### src/rtl/dual_side_xbar_switch_if.sv
// Port bundle for the two-sided crossbar: NP source/destination ports on side X and side Y.
// The switch takes the slave modport; the endpoint groups take the master modport.
interface dual_side_xbar_switch_if #(
    parameter int DW = 4,
    parameter int NP = 4
);
    localparam int AW = $clog2(NP);

    logic [NP-1:0]    x_validtx_i;
    logic [NP*AW-1:0] x_adr_i;
    logic [NP*DW-1:0] x_dat_i;
    logic [NP-1:0]    x_acktx_o;
    logic [NP-1:0]    x_validrx_o;
    logic [NP*DW-1:0] x_dat_o;
    logic [NP-1:0]    x_ackrx_i;

    logic [NP-1:0]    y_validtx_i;
    logic [NP*AW-1:0] y_adr_i;
    logic [NP*DW-1:0] y_dat_i;
    logic [NP-1:0]    y_acktx_o;
    logic [NP-1:0]    y_validrx_o;
    logic [NP*DW-1:0] y_dat_o;
    logic [NP-1:0]    y_ackrx_i;

    modport slave (
        input  x_validtx_i, x_adr_i, x_dat_i, x_ackrx_i,
        input  y_validtx_i, y_adr_i, y_dat_i, y_ackrx_i,
        output x_acktx_o, x_validrx_o, x_dat_o,
        output y_acktx_o, y_validrx_o, y_dat_o
    );

    modport master (
        output x_validtx_i, x_adr_i, x_dat_i, x_ackrx_i,
        output y_validtx_i, y_adr_i, y_dat_i, y_ackrx_i,
        input  x_acktx_o, x_validrx_o, x_dat_o,
        input  y_acktx_o, y_validrx_o, y_dat_o
    );
endinterface

### src/rtl/dual_side_xbar_switch.sv
// Parametrised two-sided crossbar: per-destination round-robin arbiter feeding a DEPTH-entry FIFO.
// Optional feature macro SWITCH_STATS_EN adds saturating 16-bit accepted-word counters per side.

// One direction of the switch: NP sources fanning into NP destination FIFOs.
module dual_side_xbar_dir #(
    parameter int DW    = 4,
    parameter int NP    = 4,
    parameter int DEPTH = 4
) (
    input  logic                     clk,
    input  logic                     rst,
    input  logic [NP-1:0]            validtx,
    input  logic [NP*$clog2(NP)-1:0] adr,
    input  logic [NP*DW-1:0]         dat,
    output logic [NP-1:0]            acktx,
    output logic [NP-1:0]            validrx,
    output logic [NP*DW-1:0]         dout,
    input  logic [NP-1:0]            ackrx
);
    localparam int AW = $clog2(NP);
    localparam int PW = $clog2(DEPTH);
    localparam logic [PW:0] FULL = (PW+1)'(DEPTH);

    logic [NP-1:0][AW-1:0]             src_adr;
    logic [NP-1:0][DW-1:0]             src_dat;
    logic [NP-1:0][NP-1:0]             req;
    logic [NP-1:0][AW-1:0]             rr;
    logic [NP-1:0][AW-1:0]             gnt_idx;
    logic [NP-1:0]                     gnt_any;
    logic [NP-1:0]                     push;
    logic [NP-1:0]                     pop;
    logic [NP-1:0][DEPTH-1:0][DW-1:0]  mem;
    logic [NP-1:0][PW-1:0]             wr_ptr;
    logic [NP-1:0][PW-1:0]             rd_ptr;
    logic [NP-1:0][PW:0]               count;

    assign src_adr = adr;
    assign src_dat = dat;

    // req[d][s]: source s currently addresses destination d
    always_comb begin
        req = '0;
        for (int d = 0; d < NP; d++) begin
            for (int s = 0; s < NP; s++) begin
                req[d][s] = validtx[s] && (src_adr[s] == AW'(d));
            end
        end
    end

    // Scan from rr downwards so the lowest offset from rr is the last (winning) assignment.
    always_comb begin : arbitration
        logic [AW-1:0] idx;
        idx     = '0;
        gnt_idx = '0;
        gnt_any = '0;
        for (int d = 0; d < NP; d++) begin
            for (int k = NP - 1; k >= 0; k--) begin
                idx = rr[d] + AW'(k);
                if (req[d][idx]) begin
                    gnt_any[d] = 1'b1;
                    gnt_idx[d] = idx;
                end
            end
        end
    end

    // Full is judged on the registered count, so a same-cycle pop never frees a slot for a push.
    always_comb begin
        push  = '0;
        pop   = '0;
        acktx = '0;
        for (int d = 0; d < NP; d++) begin
            push[d] = gnt_any[d] && (count[d] != FULL) && !rst;
            pop[d]  = ackrx[d] && (count[d] != '0);
        end
        for (int d = 0; d < NP; d++) begin
            for (int s = 0; s < NP; s++) begin
                if (push[d] && (gnt_idx[d] == AW'(s))) acktx[s] = 1'b1;
            end
        end
    end

    for (genvar d = 0; d < NP; d++) begin : g_out
        assign validrx[d]         = (count[d] != '0);
        assign dout[d*DW +: DW]   = mem[d][rd_ptr[d]];
    end

    always_ff @(posedge clk or posedge rst) begin
        if (rst) begin
            mem    <= '0;
            wr_ptr <= '0;
            rd_ptr <= '0;
            count  <= '0;
            rr     <= '0;
        end else begin
            for (int d = 0; d < NP; d++) begin
                if (push[d]) begin
                    mem[d][wr_ptr[d]] <= src_dat[gnt_idx[d]];
                    wr_ptr[d]         <= wr_ptr[d] + 1'b1;
                    rr[d]             <= gnt_idx[d] + 1'b1;
                end
                if (pop[d]) rd_ptr[d] <= rd_ptr[d] + 1'b1;
                case ({push[d], pop[d]})
                    2'b10:   count[d] <= count[d] + 1'b1;
                    2'b01:   count[d] <= count[d] - 1'b1;
                    default: ;
                endcase
            end
        end
    end
endmodule

module dual_side_xbar_switch #(
    parameter int DW    = 4,
    parameter int NP    = 4,
    parameter int DEPTH = 4
) (
    input  logic                   clk_i,
    input  logic                   rst_i,
    dual_side_xbar_switch_if.slave bus
`ifdef SWITCH_STATS_EN
    ,
    output logic [15:0]            x_txcnt_o,
    output logic [15:0]            y_txcnt_o
`endif
);
    dual_side_xbar_dir #(.DW(DW), .NP(NP), .DEPTH(DEPTH)) u_x_to_y (
        .clk     (clk_i),
        .rst     (rst_i),
        .validtx (bus.x_validtx_i),
        .adr     (bus.x_adr_i),
        .dat     (bus.x_dat_i),
        .acktx   (bus.x_acktx_o),
        .validrx (bus.y_validrx_o),
        .dout    (bus.y_dat_o),
        .ackrx   (bus.y_ackrx_i)
    );

    dual_side_xbar_dir #(.DW(DW), .NP(NP), .DEPTH(DEPTH)) u_y_to_x (
        .clk     (clk_i),
        .rst     (rst_i),
        .validtx (bus.y_validtx_i),
        .adr     (bus.y_adr_i),
        .dat     (bus.y_dat_i),
        .acktx   (bus.y_acktx_o),
        .validrx (bus.x_validrx_o),
        .dout    (bus.x_dat_o),
        .ackrx   (bus.x_ackrx_i)
    );

`ifdef SWITCH_STATS_EN
    // A 17-bit sum catches the carry out of 16 bits, which is where the counter pins at all-ones.
    function automatic logic [15:0] sat_add(input logic [15:0] cnt, input logic [NP-1:0] acks);
        logic [16:0] sum;
        sum = {1'b0, cnt};
        for (int s = 0; s < NP; s++) sum = sum + 17'(acks[s]);
        return sum[16] ? 16'hFFFF : sum[15:0];
    endfunction

    always_ff @(posedge clk_i or posedge rst_i) begin
        if (rst_i) begin
            x_txcnt_o <= '0;
            y_txcnt_o <= '0;
        end else begin
            x_txcnt_o <= sat_add(x_txcnt_o, bus.x_acktx_o);
            y_txcnt_o <= sat_add(y_txcnt_o, bus.y_acktx_o);
        end
    end
`endif
endmodule

### src/flat_wrapper.sv
// flat-port wrapper written by rule: the top's interface ports become plain ports
module dual_side_xbar_switch_flat 
#(
    parameter int DW    = 4,
    parameter int NP    = 4,
    parameter int DEPTH = 4
)
  (clk_i, rst_i, bus_x_validtx_i, bus_x_adr_i, bus_x_dat_i, bus_x_ackrx_i, bus_y_validtx_i, bus_y_adr_i, bus_y_dat_i, bus_y_ackrx_i, bus_x_acktx_o, bus_x_validrx_o, bus_x_dat_o, bus_y_acktx_o, bus_y_validrx_o, bus_y_dat_o);
  dual_side_xbar_switch_if #(.DW(DW), .NP(NP)) bus_i ();
  input  logic clk_i;
  input  logic rst_i;
  input wire logic [$bits(bus_i.x_validtx_i)-1:0] bus_x_validtx_i;
  input wire logic [$bits(bus_i.x_adr_i)-1:0] bus_x_adr_i;
  input wire logic [$bits(bus_i.x_dat_i)-1:0] bus_x_dat_i;
  input wire logic [$bits(bus_i.x_ackrx_i)-1:0] bus_x_ackrx_i;
  input wire logic [$bits(bus_i.y_validtx_i)-1:0] bus_y_validtx_i;
  input wire logic [$bits(bus_i.y_adr_i)-1:0] bus_y_adr_i;
  input wire logic [$bits(bus_i.y_dat_i)-1:0] bus_y_dat_i;
  input wire logic [$bits(bus_i.y_ackrx_i)-1:0] bus_y_ackrx_i;
  output wire logic [$bits(bus_i.x_acktx_o)-1:0] bus_x_acktx_o;
  output wire logic [$bits(bus_i.x_validrx_o)-1:0] bus_x_validrx_o;
  output wire logic [$bits(bus_i.x_dat_o)-1:0] bus_x_dat_o;
  output wire logic [$bits(bus_i.y_acktx_o)-1:0] bus_y_acktx_o;
  output wire logic [$bits(bus_i.y_validrx_o)-1:0] bus_y_validrx_o;
  output wire logic [$bits(bus_i.y_dat_o)-1:0] bus_y_dat_o;
  assign bus_i.x_validtx_i = bus_x_validtx_i;
  assign bus_i.x_adr_i = bus_x_adr_i;
  assign bus_i.x_dat_i = bus_x_dat_i;
  assign bus_i.x_ackrx_i = bus_x_ackrx_i;
  assign bus_i.y_validtx_i = bus_y_validtx_i;
  assign bus_i.y_adr_i = bus_y_adr_i;
  assign bus_i.y_dat_i = bus_y_dat_i;
  assign bus_i.y_ackrx_i = bus_y_ackrx_i;
  assign bus_x_acktx_o = bus_i.x_acktx_o;
  assign bus_x_validrx_o = bus_i.x_validrx_o;
  assign bus_x_dat_o = bus_i.x_dat_o;
  assign bus_y_acktx_o = bus_i.y_acktx_o;
  assign bus_y_validrx_o = bus_i.y_validrx_o;
  assign bus_y_dat_o = bus_i.y_dat_o;
  dual_side_xbar_switch #(.DW(DW), .NP(NP), .DEPTH(DEPTH)) u_core (.clk_i(clk_i), .rst_i(rst_i), .bus(bus_i));
endmodule
### config.mk
export PLATFORM = sky130hd
export DESIGN_NAME = dual_side_xbar_switch_flat
export DESIGN_NICKNAME = d
export VERILOG_FILES = /design/src/rtl/dual_side_xbar_switch_if.sv /design/src/rtl/dual_side_xbar_switch.sv /design/src/flat_wrapper.sv
export SDC_FILE = /design/constraint.sdc
export NUM_CORES = 1
export LEC_CHECK = 0
export BUFFER_PORTS_ARGS = -buffer_cell sky130_fd_sc_hd__buf_2
export CAP_MARGIN = 40
export CORE_MARGIN = 1.5
export CORE_UTILIZATION = 40
export DETAILED_ROUTE_END_ITERATION = 10
export HOLD_SLACK_MARGIN = 0.15
export SLEW_MARGIN = 20
export SYNTH_ARGS = -nofsm -noshare
export SYNTH_HDL_FRONTEND = slang
export SYNTH_HIERARCHICAL = 1
export SYNTH_SLANG_ARGS = --single-unit
### constraint.sdc
create_clock -name clk_i -period 3.9 [get_ports clk_i]
set_input_delay 0.195 -clock clk_i [delete_from_list [all_inputs] [get_ports clk_i]]
set_output_delay 0.195 -clock clk_i [all_outputs]
set_load 0.02 [all_outputs]
== Yosys cells after proc, flatten, opt, wreduce, memory -nomap -nowiden ==
Cells that the tools add are included.

* Output and inout bits: 48
* Logic and storage cells: 617
* Register bits after elaboration: 200

* Muxes and demuxes: 224
* Reduce and logical (&&, ||, !) cells: 129
* Magnitude comparators: 64
* Equal/unequal tests: 72
* Add/subtract/negate cells: 64

{| class="wikitable"
|+ Operators by type and width
! cell !! number
|-
| $lt 2x3->1 const B || 56
|-
| $bmux 4 s2 || 16
|-
| $bwmux 16 || 8
|-
| $logic_and 1x1->1 || 96
|-
| $mux 1 || 96
|-
| $mux 4 || 24
|-
| $eq 2x2->1 const B || 40
|-
| $add 2x1->2 const B || 32
|-
| $bmux 1 s2 || 32
|-
| $demux 4 s2 || 8
|-
| $mux 2 || 32
|-
| $eq 2x1->1 const B || 24
|-
| $pmux 3 s2 || 8
|-
| $add 2x2->2 const B || 16
|-
| $logic_not 2->1 || 16
|-
| $add 3x1->3 const B || 8
|-
| $ne 3x3->1 const B || 8
|-
| $reduce_bool 3->1 || 8
|-
| $sub 3x1->3 const B || 8
|-
| $ge 2x1->1 const B || 8
|-
| $reduce_bool 2->1 || 8
|-
| $logic_not 1->1 || 1
|}

== Longest topological paths before layout ==
Gate-level depths: netlist of the first run.

* Depth after elaboration: 15
* Depth in mapped cells: 12

== Cells and area by module ==
The synthesis of the first run kept the hierarchy.

{| class="wikitable"
|+ By module, submodules not included
! module !! times used !! area an instance (µm²) !! cells an instance
|-
| dual_side_xbar_dir (u_core.u_x_to_y) || 1 || 6054.6 || 579
|-
| dual_side_xbar_dir (u_core.u_y_to_x) || 1 || 6029.5 || 579
|}

== Least setup slack after synthesis of the first run ==
Ideal clock, no wire load.

* Path kind: input -> register
* Start: input bus_y_adr_i[1]
* End: register u_core/u_y_to_x/count[2] (netlist bit)
* Path slack: 1.652 ns
* Arrival time: 2.123 ns
* Required time: 3.775 ns
* Path buffers: 2
* Library setup time: 0.125 ns
* Stages on the path: 12
* Cells stage by stage: buf_2 -> or3b_2 -> nand4_1 -> and2_1 -> buf_2 -> inv_1 -> ha_1 -> inv_1 -> fa_1 -> xor2_1 -> nor2_1 -> xor2_1

* Word-level cells in the longest chain between the ends: 12

{| class="wikitable"
|+ RTL lines
! element !! RTL line !! text
|-
| start, declared || flat_wrapper.sv:17 || <nowiki>input wire logic [$bits(bus_i.y_adr_i)-1:0] bus_y_adr_i;</nowiki>
|-
| $logic_not 2->1 * || dual_side_xbar_switch.sv:45 || <nowiki>req[d][s] = validtx[s] && (src_adr[s] == AW'(d));</nowiki>
|-
| $logic_and 1x1->1 * || dual_side_xbar_switch.sv:45 ||
|-
| $bmux 1 s2 || dual_side_xbar_switch.sv:59 || <nowiki>if (req[d][idx]) begin</nowiki>
|-
| $mux 1 (not written as such) || dual_side_xbar_switch.sv:59 ||
|-
| $mux 1 (3 in series) || dual_side_xbar_switch.sv:59 ||
|-
| $mux 1 * || dual_side_xbar_switch.sv:59 ||
|-
| $logic_and 1x1->1 * (2 in series) || dual_side_xbar_switch.sv:73 || <nowiki>push[d] = gnt_any[d] && (count[d] != FULL) && !rst;</nowiki>
|-
| $eq 2x1->1 / $eq 2x2->1 (equally long branches) || dual_side_xbar_switch.sv:103 || <nowiki>case ({push[d], pop[d]})</nowiki>
|-
| $pmux 3 s2 / $reduce_bool 2->1 (equally long branches) || n/a ||
|-
| end signal, assigned by index || dual_side_xbar_switch.sv:104 || <nowiki>2'b10: count[d] <= count[d] + 1'b1;</nowiki>
|-
| end signal, assigned by index || dual_side_xbar_switch.sv:105 || <nowiki>2'b01: count[d] <= count[d] - 1'b1;</nowiki>
|-
| end, declared || dual_side_xbar_switch.sv:35 || <nowiki>logic [NP-1:0][PW:0] count;</nowiki>
|}

Every way passes the cells marked *; elsewhere a longest branch is shown, timed or not. The select of a mux whose other input is x is not followed.
A chain may end at the register's enable or synchronous reset.

== Final worst setup path of the first run ==
* Start: register u_core/u_x_to_y/rr[0] (netlist bit)
* End: output bus_x_acktx_o[3]

* Word-level cells in the longest chain between the ends: 14

{| class="wikitable"
|+ RTL lines
! element !! RTL line !! text
|-
| start, declared || dual_side_xbar_switch.sv:27 || <nowiki>logic [NP-1:0][AW-1:0] rr;</nowiki>
|-
| start signal, assigned by index || dual_side_xbar_switch.sv:100 || <nowiki>rr[d] <= gnt_idx[d] + 1'b1;</nowiki>
|-
| $add 2x2->2 || dual_side_xbar_switch.sv:58 || <nowiki>idx = rr[d] + AW'(k);</nowiki>
|-
| $bmux 1 s2 || dual_side_xbar_switch.sv:59 ||
|-
| $mux 1 (not written as such) || dual_side_xbar_switch.sv:59 ||
|-
| $mux 1 (4 in series) || dual_side_xbar_switch.sv:59 ||
|-
| $logic_and 1x1->1 (2 in series) || dual_side_xbar_switch.sv:73 ||
|-
| $logic_and 1x1->1 * || dual_side_xbar_switch.sv:78 || <nowiki>if (push[d] && (gnt_idx[d] == AW'(s))) acktx[s] = 1'b1;</nowiki>
|-
| $mux 1 * (4 in series) || dual_side_xbar_switch.sv:78 ||
|-
| end, declared || flat_wrapper.sv:20 || <nowiki>output wire logic [$bits(bus_i.x_acktx_o)-1:0] bus_x_acktx_o;</nowiki>
|}

Marks and branches as above.

==> impl_metrics.ini, run 1 <==
[logic_synthesis]
synthFlopType = dfrtp_1
postSynthNetCount = 1304
synthCells = 1158
synthTopCellsByArea = dfrtp_1, o31ai_1, ha_1
synth_top_cell_by_area = dfrtp_1
synth_top_cell_area_share = 0.414
syn_avg_cell_area_sq_um = 10.4
yosysUniqueCellTypes = 45
synth_edf_count = 0
ys_seq_elements = 200
synthesis.area_sq_mm = 0.0121
yosysWarnings = 6
ys_seq_area_frac = 0.414
ys_async_sr_fraction = 1.00

[critical_path]
worstPathArrival_ns = 2.79
ff2ff_path_depth = 5
cp_data_required_time_ns = 3.70
r2r-start = u_core/u_x_to_y/rr[0]
reg2reg_to = u_core/u_x_to_y/mem[11]
crit_end = bus_x_acktx_o[3]
worstPathMaxFanout = 11
crit_type = register to output pin
critPathLaunchType = register
crit_start = u_core/u_x_to_y/rr[0]
end_kind = output pin
rrSetupSlack_ns = 1.36

[sta]
tns_ns = 0
slew_headroom = 0.488
finClkSkew_ns = 0.0118
tightest_slew_ns = 0.763
hold_slack_ns = 0.181
max_freq_mhz = 335
finalCritPeriodShare = 0.765
rsz0062_at_grt = no
drv_slew = 0
hold_viol_final = 0
finalSetupViolations = 0
fin_crit_ns = 2.98

[die]
start_util = 0.407
die_area_sq_mm = 0.0313
coreArea_sq_mm = 0.0297
rows = 63
die_w_um = 177
io_pins = 114
chipHeight_um = 177

[global_route]
grt.total_usage = 0.214
grt_max_degree = 55
grt_pass1_vias = 9115
grt_pass1_wl_mm = 51.1
antenna_found_initial = 0
overflow = 0

[clock_network]
tritoncts = built
post_cts_buffers = 0
numCtsBuffers = 17
insertion_delay_ns = 0.44
cts_buffer_depth = 2
path_clk_slew_ns = 0.07
clkSinkCount = 200
cts_root_buffer = clkbuf_16
cts_htree_levels = 4

[job]
cap_violations = 0

[placed_design]
placement.cell_area_sq_mm = 0.0131
numPortBuffers = 113
dp_hpwl_mm = 23.6
gp_routability_congestion = 0.891

[routing]
drtIter0Drc = 716
wl_per_cell_um = 19.4
drc_errors = 0
vias = 9557
dr.pass1.iters = 5
vias_per_cell = 5.72
wirelength_mm = 32.4
ant_nets = 0

[layout]
drive_gt1_frac = 0.169
layout_commonest_cell = dfrtp_1
post-route-util = 0.459
nets = 1416
mostFrequentLayoutCells = dfrtp_1, nand2_1, o31ai_1, buf_2, ha_1
design_area_sq_mm = 0.0137
syn2layout_area_growth_pct = 13.0
n_antenna_cell = 0

[min_path]
min_path_type = input port to register

[pwr]
vdd.ir_drop.worst_mv = 0.442
leakagePower_nw = 5.94
p_per_area_mw_per_mm2 = 701
total_power_mw = 9.57

[status]
status = finished clean
[final cells by class]
cell class	count	area [sq um]
Multi-Input combinational cell	854	6660
Timing Repair Buffer	125	693
Clock inverter	10	71.3
Fill cell	2818	16100
Clock buffer	21	460
Tap cell	390	488
Sequential cell	200	5000
Inverter	72	275
[worst max-delay path: stages (launching register included)]
cell and delay (ns):
dfrtp_1 0.41, or4b_1 0.58, a21oi_2 0.42, nor3_4 0.15
ha_1 0.22, a22oi_1 0.24, nand2_1 0.15, buf_2 0.19
[report_power, final]
part | switching (mW) | total (mW) | internal (mW)
registers | 0.815 | 3.88 | 3.06
logic | 2.29 | 4.05 | 1.77
clock network | 0.789 | 1.64 | 0.849
total | 3.89 | 9.57 | 5.68
[state kept, by name, summed over array words and instances, names as in the netlist, 12 cells and up]
register               flops
u_core/u_x_to_y/count     12
u_core/u_y_to_x/count     12
u_core/u_y_to_x/mem       64
u_core/u_x_to_y/mem       64
[cell usage after synthesis (3+ instances only)]
master	instances
and3b_1	6
nand4bb_1	4
or3b_2	3
nand4_1	8
nand2_1	192
o21ai_0	24
fa_1	8
nand4b_1	8
buf_2	10
a211oi_1	61
a21oi_1	6
a211oi_2	17
or3_1	8
clkbuf_1	20
o22ai_1	16
nor2_1	8
xor2_1	24
nor3_1	8
inv_1	72
and3_1	3
ha_1	72
nor3_2	6
mux4_2	32
o31a_1	64
and2_1	21
a22oi_1	16
a31oi_1	8
dfrtp_1	200
o31ai_1	128
or3b_1	5
nand3_1	38
nand3b_1	16
xnor2_1	24
[through the flow]
| stage | instances | setup slack [ns] |
|---|---|---|
| floorplan | 1158 | 1.09 |
| global placement | 1633 | 1.29 |
| detailed placement | 1634 | 1.28 |
| CTS | 1672 | 0.944 |
| global route | 1672 | 0.757 |
| finish | 1672 | 0.917 |
[metal layers]
layer | part of all wire | global-route usage | up-vias
met4 | 0.025 | 0.0823 | 0
met3 | 0.045 | 0.0346 | 56
met1 | 0.49 | 0.314 | 4671
met5 | 0 | 0 | -
li1 | - | - | 4580
met2 | 0.44 | 0.316 | 250
[cell families after synthesis]
logic type / count (synthesis) / share of synthesized area
compound gates: 344 / 0.219
xor+xnor: 48 / 0.0348
fa+ha+maj: 80 / 0.0878
buf+inv: 104 / 0.0346
flops: 200 / 0.414
mux: 32 / 0.0596
simple gates: 350 / 0.150
[how the worst min path moves through the flow]
stage	slack, ns	cells past startpoint	startpoint	to
after floorplan	0.44	2	u_core/u_x_to_y/mem[10]	u_core/u_x_to_y/mem[10]
after global placement	0.46	2	u_core/u_y_to_x/mem[2]	u_core/u_y_to_x/mem[2]
after detailed placement	0.42	2	rst_i	u_core/u_y_to_x/rd_ptr[4]
after CTS	0.17	3	bus_y_ackrx_i[0]	u_core/u_x_to_y/rd_ptr[0]
after global routing	0.22	3	bus_y_ackrx_i[0]	u_core/u_x_to_y/rd_ptr[0]
final	0.18	3	bus_y_ackrx_i[0]	u_core/u_x_to_y/rd_ptr[0]
[what timing repair did]
| item | 4_1_cts | 5_1_grt |
|---|---|---|
| resized for setup | 0 | 0 |
| hold buffers | 7 | 0 |
| endpoints found under the hold margin | 71 | 0 |
(Power assumes the default switching activity.)
==> run 2, diff against run 1 <==
- ABC_AREA: default -> 1
- clock period: 3.9 -> 2.8 ns (I/O delays scaled with it)
==> run 2 against run 1 <==
Against the previous run: power rose by 130%; area after synthesis rose by 10%; combinational power rose to 3.5 times the previous value; worst setup slack got worse by 0.77 ns; global-route usage rose by 0.097 points; sequential power rose by 42%; die area rose by 10%; sequential share of layout area fell by 4.0 points; clock power rose by 55%; critical path depth rose by 8; register-to-register slack got worse by 1.1 ns; synthesized cell count rose by 54%; critical path type unchanged; critical endpoint is now bus_y_acktx_o[2]; largest power group unchanged.
==> impl_metrics.ini, run 2 <==
[status]
status = finished clean

[logic_synthesis]
synth_top_cell_by_area = dfrtp_1
yosysUniqueCellTypes = 36
postSynthNetCount = 1935
synth_compound_area_frac = 0.0750
muxShareOfSynthArea = 0
synth_edf_count = 0
synthTopCellsByArea = dfrtp_1, nand2_1, nand3_1
synth-adder-area-share = 0.0795
synthFlopType = dfrtp_1
synthTopCellsByCount = nand2_1, nand3_1, dfrtp_1, inv_1, o21ai_0
ys_async_sr_fraction = 1.00
synthXorXnorAreaFrac = 0.0282
yosysWarnings = 6
synthCells = 1789
synth_top_cell_area_share = 0.375
ys_seq_elements = 200
synthesis.area_sq_mm = 0.0134
synth_top_family_by_area = simple AND/OR/NAND/NOR gates
syn_avg_cell_area_sq_um = 7.46
synth.most_common_cell = nand2_1
ys_seq_area_frac = 0.375
synthSimpleGateAreaFrac = 0.375

[critical_path]
worstPathArrival_ns = 2.51
cp_data_required_time_ns = 2.66
crit_type = register to output pin
ff2ff_path_depth = 15
critPathLaunchType = register
worstPathMaxFanout = 9
end_kind = output pin

[clock_network]
clkSinkCount = 200
cts_buffer_depth = 2
cts_root_buffer = clkbuf_16
insertion_delay_ns = 0.45
numCtsBuffers = 17
tritoncts = built
cts_htree_levels = 4
path_clk_slew_ns = 0.07

[job]
cap_violations = 0

[die]
chipHeight_um = 186
rows = 66
die_w_um = 186
io_pins = 114
start_util = 0.408
die_area_sq_mm = 0.0345
coreArea_sq_mm = 0.0327

[sta]
drv_slew = 0
fin_crit_ns = 2.65
slew_headroom = 0.648
finClkSkew_ns = 0.0115
max_freq_mhz = 377
hold_viol_final = 0
tightest_slew_ns = 0.529
finalCritPeriodShare = 0.948
finalSetupViolations = 0

[placed_design]
numPortBuffers = 113
placedCellCount = 2326
gp_routability_congestion = 0.924
dp_hpwl_mm = 27.3

[pwr]
p_int_mw = 10.5
leakagePower_nw = 8.06
total_power_mw = 22.3
combPwrFrac = 0.639
netSwitchingFraction = 0.527
seqPwrFrac = 0.247
pwr-share-clk = 0.114
p_per_area_mw_per_mm2 = 1450
vdd.ir_drop.worst_mv = 1.17
power.switching_mw = 11.7

[routing]
wl_per_cell_um = 15.1
wirelength_mm = 36.1
ant_nets = 0
drc_errors = 0
vias_per_cell = 5.19
dr.pass1.iters = 6
vias = 12400
drtIter0Drc = 735

[layout]
syn2layout_area_growth_pct = 15.2
drive_gt1_frac = 0.176
nets = 2079
reg_top3 = u_core/u_x_to_y/mem (64), u_core/u_y_to_x/mem (64)
fin_cells = 2388
layout_commonest_cell = nand2_1
n_antenna_cell = 0
mostFrequentLayoutCells = nand2_1, nand3_1, dfrtp_1, inv_1, o21ai_0

[global_route]
antenna_found_initial = 0
grt_pass1_vias = 11500
grt.total_usage = 0.215
grt_pass1_wl_mm = 58.3
busiest_layer = met2
met3_usage = 0.0376
grt_max_degree = 52
use_met2 = 0.364
overflow = 0
met1_usage = 0.274

[min_path]
hold_depth = 5
min_path_type = input port to register
-- run 2: path summary, 6_finish.rpt --
kind	endpoint	startpoint	slack, ns
min in group asynchronous	u_core/u_y_to_x/rr[6]	rst_i	0.43
max in group asynchronous	u_core/u_x_to_y/rr[6]	rst_i	1.60
worst min register to register	u_core/u_x_to_y/count[0]	u_core/u_x_to_y/count[0]	0.46
worst min-delay path	u_core/u_x_to_y/mem[47]	bus_x_dat_i[11]	0.19
worst max-delay path	bus_y_acktx_o[2]	u_core/u_y_to_x/rr[0]	0.15
worst max register to register	u_core/u_y_to_x/count[8]	u_core/u_y_to_x/rr[4]	0.25
-- run 2: critical path, cell delays in order (launching register included) --
cell and delay [ns]:
dfrtp_2 0.47, inv_2 0.13, nand3_1 0.10, nand2_1 0.11, nand2_1 0.05, nand2_1 0.10
inv_2 0.04, nand2_2 0.06, nand2_1 0.06, nand2_2 0.17, nand2_4 0.08, buf_4 0.15
ha_1 0.19, nand2_1 0.07, nand4_1 0.11, buf_2 0.18
-- run 2: logic make-up after synthesis --
logic type / after synthesis
and+or+nand+nor: 1063
adders and majority gates: 80
xor gates and xnor gates: 43
DFF: 200
buffers and inverters: 219
AOI/OAI and AO/OA: 184
-- run 2: routing by layer --
| layer | vias to the layer above | part of all wire |
|---|---|---|
| li1 | 6140 | - |
| met1 | 5801 | 0.43 |
| met2 | 386 | 0.48 |
| met3 | 61 | 0.059 |
| met4 | 0 | 0.024 |
| met5 | - | 0 |
-- run 2: power groups by stage --
stage | registers, mW | logic, mW | clock network, mW
finish | 5.50 | 14.2 | 2.54
detailed placement | 5.50 | 13.4 | 0
global route | 5.70 | 16.0 | 2.75
floorplan | 4.97 | 10.7 | 0
CTS | 5.48 | 13.5 | 2.63
global placement | 5.48 | 13.1 | 0
-- run 2: layout make-up --
| cell class | instances | area, sq um |
|---|---|---|
| clock buffers | 20 | 457 |
| clock inverters | 12 | 141 |
| fillers | 3301 | 17300 |
| repair buffers | 150 | 902 |
| multi-input cells | 1370 | 7560 |
| inverters | 194 | 752 |
| well taps | 442 | 553 |
| flip-flops and latches | 200 | 5010 |
-- run 2: through the flow --
| stage | setup WS, ns | hold WS, ns | TNS (ns) | util | area [sq um] |
|---|---|---|---|---|---|
| 2_1_floorplan | 0.0412 | 0.378 | 0 | - | 13400 |
| 3_3_place_gp | 0.299 | 0.378 | 0 | 0.440 | 14400 |
| 3_5_place_dp | 0.189 | 0.379 | 0 | 0.440 | 14400 |
| 4_1_cts | 0.00639 | 0.154 | 0 | 0.462 | 15100 |
| 5_1_grt | -0.00467 | 0.187 | -0.00467 | 0.470 | 15400 |
| 6_report | 0.146 | 0.193 | 0 | 0.470 | 15400 |
-- run 2: timing repair --
| item | in CTS | in global routing |
|---|---|---|
| pin swaps | 0 | 7 |
| resized for setup | 5 | 34 |
| hold endpoints to repair | 73 | 0 |
| setup buffers | 0 | 20 |
| hold buffers | 10 | 0 |
| endpoints found under the setup margin | 6 | 9 |
==> run 3, diff against run 2 <==
- PLACE_DENSITY: default -> 0.61
- SKIP_CTS_REPAIR_TIMING: default -> 1
- SYNTH_HIERARCHICAL: 1 -> default
==> run 3 against run 2 <==
Against the previous run: clock-buffer cell count is 3 lower; first-iteration DRC count is 10% higher; largest cell class unchanged; combinational power hardly changed; non-clock buffer count is 34 higher; sequential cell count stayed put; critical path type unchanged; hold slack worse by 0.038 ns; sequential power hardly changed; cell count is 1.7% higher; register-to-register slack hardly changed; utilization is 0.98 points higher; design area is 2.1% higher; power is 0.29% higher.
==> impl_metrics.ini, run 3 <==
[status]
status = finished clean

[pwr]
leakagePower_nw = 8.31
vdd.ir_drop.worst_mv = 1.06
total_power_mw = 22.3
p_per_area_mw_per_mm2 = 1420

[logic_synthesis]
postSynthNetCount = 1942
synthTopCellsByCount = nand2_1, nand3_1, dfrtp_1, inv_1, nor2_1
synth_top_cell_by_area = dfrtp_1
synthCells = 1796
ys_seq_area_frac = 0.374
synthFlopType = dfrtp_1
syn_avg_cell_area_sq_um = 7.45
ys_seq_elements = 200
yosysWarnings = 0
synth.most_common_cell = nand2_1
synth_edf_count = 0
synthesis.area_sq_mm = 0.0134
synth_top_cell_area_share = 0.374
yosysUniqueCellTypes = 39
synthTopCellsByArea = dfrtp_1, nand2_1, nand3_1
ys_async_sr_fraction = 1.00

[critical_path]
cp_top_family = simple AND/OR/NAND/NOR gates
end_kind = output pin
cp_data_required_time_ns = 2.66
ff2ff_path_depth = 13
crit_start = u_core.u_y_to_x.rr[2]
worstPathMaxFanout = 9
worstPathArrival_ns = 2.55
critPathLaunchType = register
rrSetupSlack_ns = 0.26
r2r-start = u_core.u_x_to_y.rr[6]
crit_type = register to output pin
crit_end = bus_y_acktx_o[3]
worst-path-stages = 12
path_buf_inv = 3
cp_cell_sequence = inv_4 -> nand4_1 -> nand3_1 -> o21ai_0 -> nand2_1 -> nand3_4 -> nand2_4 -> inv_1 -> ha_1 -> nand2_1 -> nand4_1 -> buf_2
reg2reg_to = u_core.u_x_to_y.count[11]
max_stage_delay_ns = 0.49
cpMaxStageDelayCell = dfrtp_2

[clock_network]
cts_root_buffer = clkbuf_16
numCtsBuffers = 17
clkSinkCount = 200
path_clk_slew_ns = 0.09
tritoncts = built
cts_htree_levels = 4
insertion_delay_ns = 0.46
cts_buffer_depth = 2

[sta]
fin_crit_ns = 2.69
drv_slew = 0
fin_ws_ns = 0.108
finalSetupViolations = 0
hold_slack_ns = 0.156
hold_viol_final = 0
max_freq_mhz = 371
tightest_slew_ns = 0.543
finClkSkew_ns = 0.0161
finalCritPeriodShare = 0.962
slew_headroom = 0.636
rsz0062_at_grt = yes

[routing]
ant_nets = 0
dr.pass1.iters = 5
drtIter0Drc = 812
wl_per_cell_um = 14.9
vias_per_cell = 5.14
wirelength_mm = 36.3
vias = 12500
drc_errors = 0

[die]
die_w_um = 186
coreArea_sq_mm = 0.0327
die_area_sq_mm = 0.0346
io_pins = 114
rows = 66
start_util = 0.409
chipHeight_um = 186

[placed_design]
gp_routability_congestion = 0.920
dp_hpwl_mm = 27.3
numPortBuffers = 113
dp_slack_ns = 0.251

[layout]
post-route-util = 0.480
drive_gt1_frac = 0.195
mostFrequentLayoutCells = nand2_1, nand3_1, dfrtp_1, inv_1, nor2_1
nets = 2118
layout_commonest_cell = nand2_1
syn2layout_area_growth_pct = 17.3
reg_top3 = u_core.u_x_to_y.mem (64), u_core.u_y_to_x.mem (64)
nFillCells = 3270

[global_route]
grt_max_degree = 51
overflow = 0
grt.total_usage = 0.212
grt_pass1_wl_mm = 58.0
grt_pass1_vias = 11700
antenna_found_initial = 5

[job]
cap_violations = 0

[min_path]
min_path_type = input port to register
run 3: kinds of logic after synthesis:
| group | share of synthesized area |
|---|---|
| XOR/XNOR | 0.0272 |
| AND/OR/NAND/NOR | 0.376 |
| buffers and inverters | 0.0736 |
| adder cells (fa/ha/maj) | 0.0793 |
| flip-flops | 0.374 |
| AO/OA/AOI/OAI | 0.0696 |
run 3: area by class of cell:
type / count / area (sq um) / area share
multi-input combinational: 1367 / 7620 / 0.486
inverter: 202 / 773 / 0.0492
antenna: 3 / 7.51 / 0.000478
tap: 442 / 553 / 0.0352
sequential: 200 / 5020 / 0.319
timing repair buffer: 184 / 1140 / 0.0729
clock inverter: 14 / 158 / 0.0100
clock buffer: 17 / 425 / 0.0271
run 3: worst reg2reg max path, stage by stage, from the launching register on:
cell and delay [ns]:
dfrtp_2 0.47, buf_4 0.15, nand2_1 0.07, nand3_1 0.11, inv_1 0.06, a31oi_1 0.19
nand4_2 0.20, nand2_2 0.12, ha_1 0.14, inv_1 0.07, fa_1 0.44, a21oi_1 0.15
o21ai_0 0.11, xor2_1 0.15
run 3: worst min-delay path by stage:
stage                     start                         to  slack [ns]  cells after the start
3_5_place_dp              rst_i  u_core.u_x_to_y.wr_ptr[4]        0.44                      2
4_1_cts                   rst_i   u_core.u_x_to_y.count[6]       -0.05                      2
5_1_grt          bus_x_dat_i[1]    u_core.u_x_to_y.mem[33]        0.16                      5
2_1_floorplan  bus_y_ackrx_i[0]  u_core.u_x_to_y.rd_ptr[0]        0.38                      3
3_3_place_gp              rst_i  u_core.u_x_to_y.wr_ptr[5]        0.44                      2
6_report         bus_y_dat_i[5]    u_core.u_y_to_x.mem[61]        0.16                      5
run 3: stage by stage:
stage	area, sq um	setup TNS [ns]	instances
global placement	14400	0	2331
finish	15700	0	2429
detailed placement	14400	0	2331
global route	15700	-0.0942	2427
CTS	14900	-0.787	2362
floorplan	13400	-18.29	1796
run 3: power breakdown:
| group | total, mW | internal (mW) | switching, mW |
|---|---|---|---|
| clock | 2.54 | 1.27 | 1.28 |
| sequential | 5.49 | 4.34 | 1.15 |
| combinational | 14.3 | 5.14 | 9.15 |
| total | 22.3 | 10.7 | 11.6 |
run 3: metal layers:
metal	wire, um	GRT usage	part of all wire
met5	23	0	0.00063
met4	769	0.0703	0.021
met3	1990	0.0374	0.055
met2	17300	0.359	0.48
met1	16200	0.274	0.45
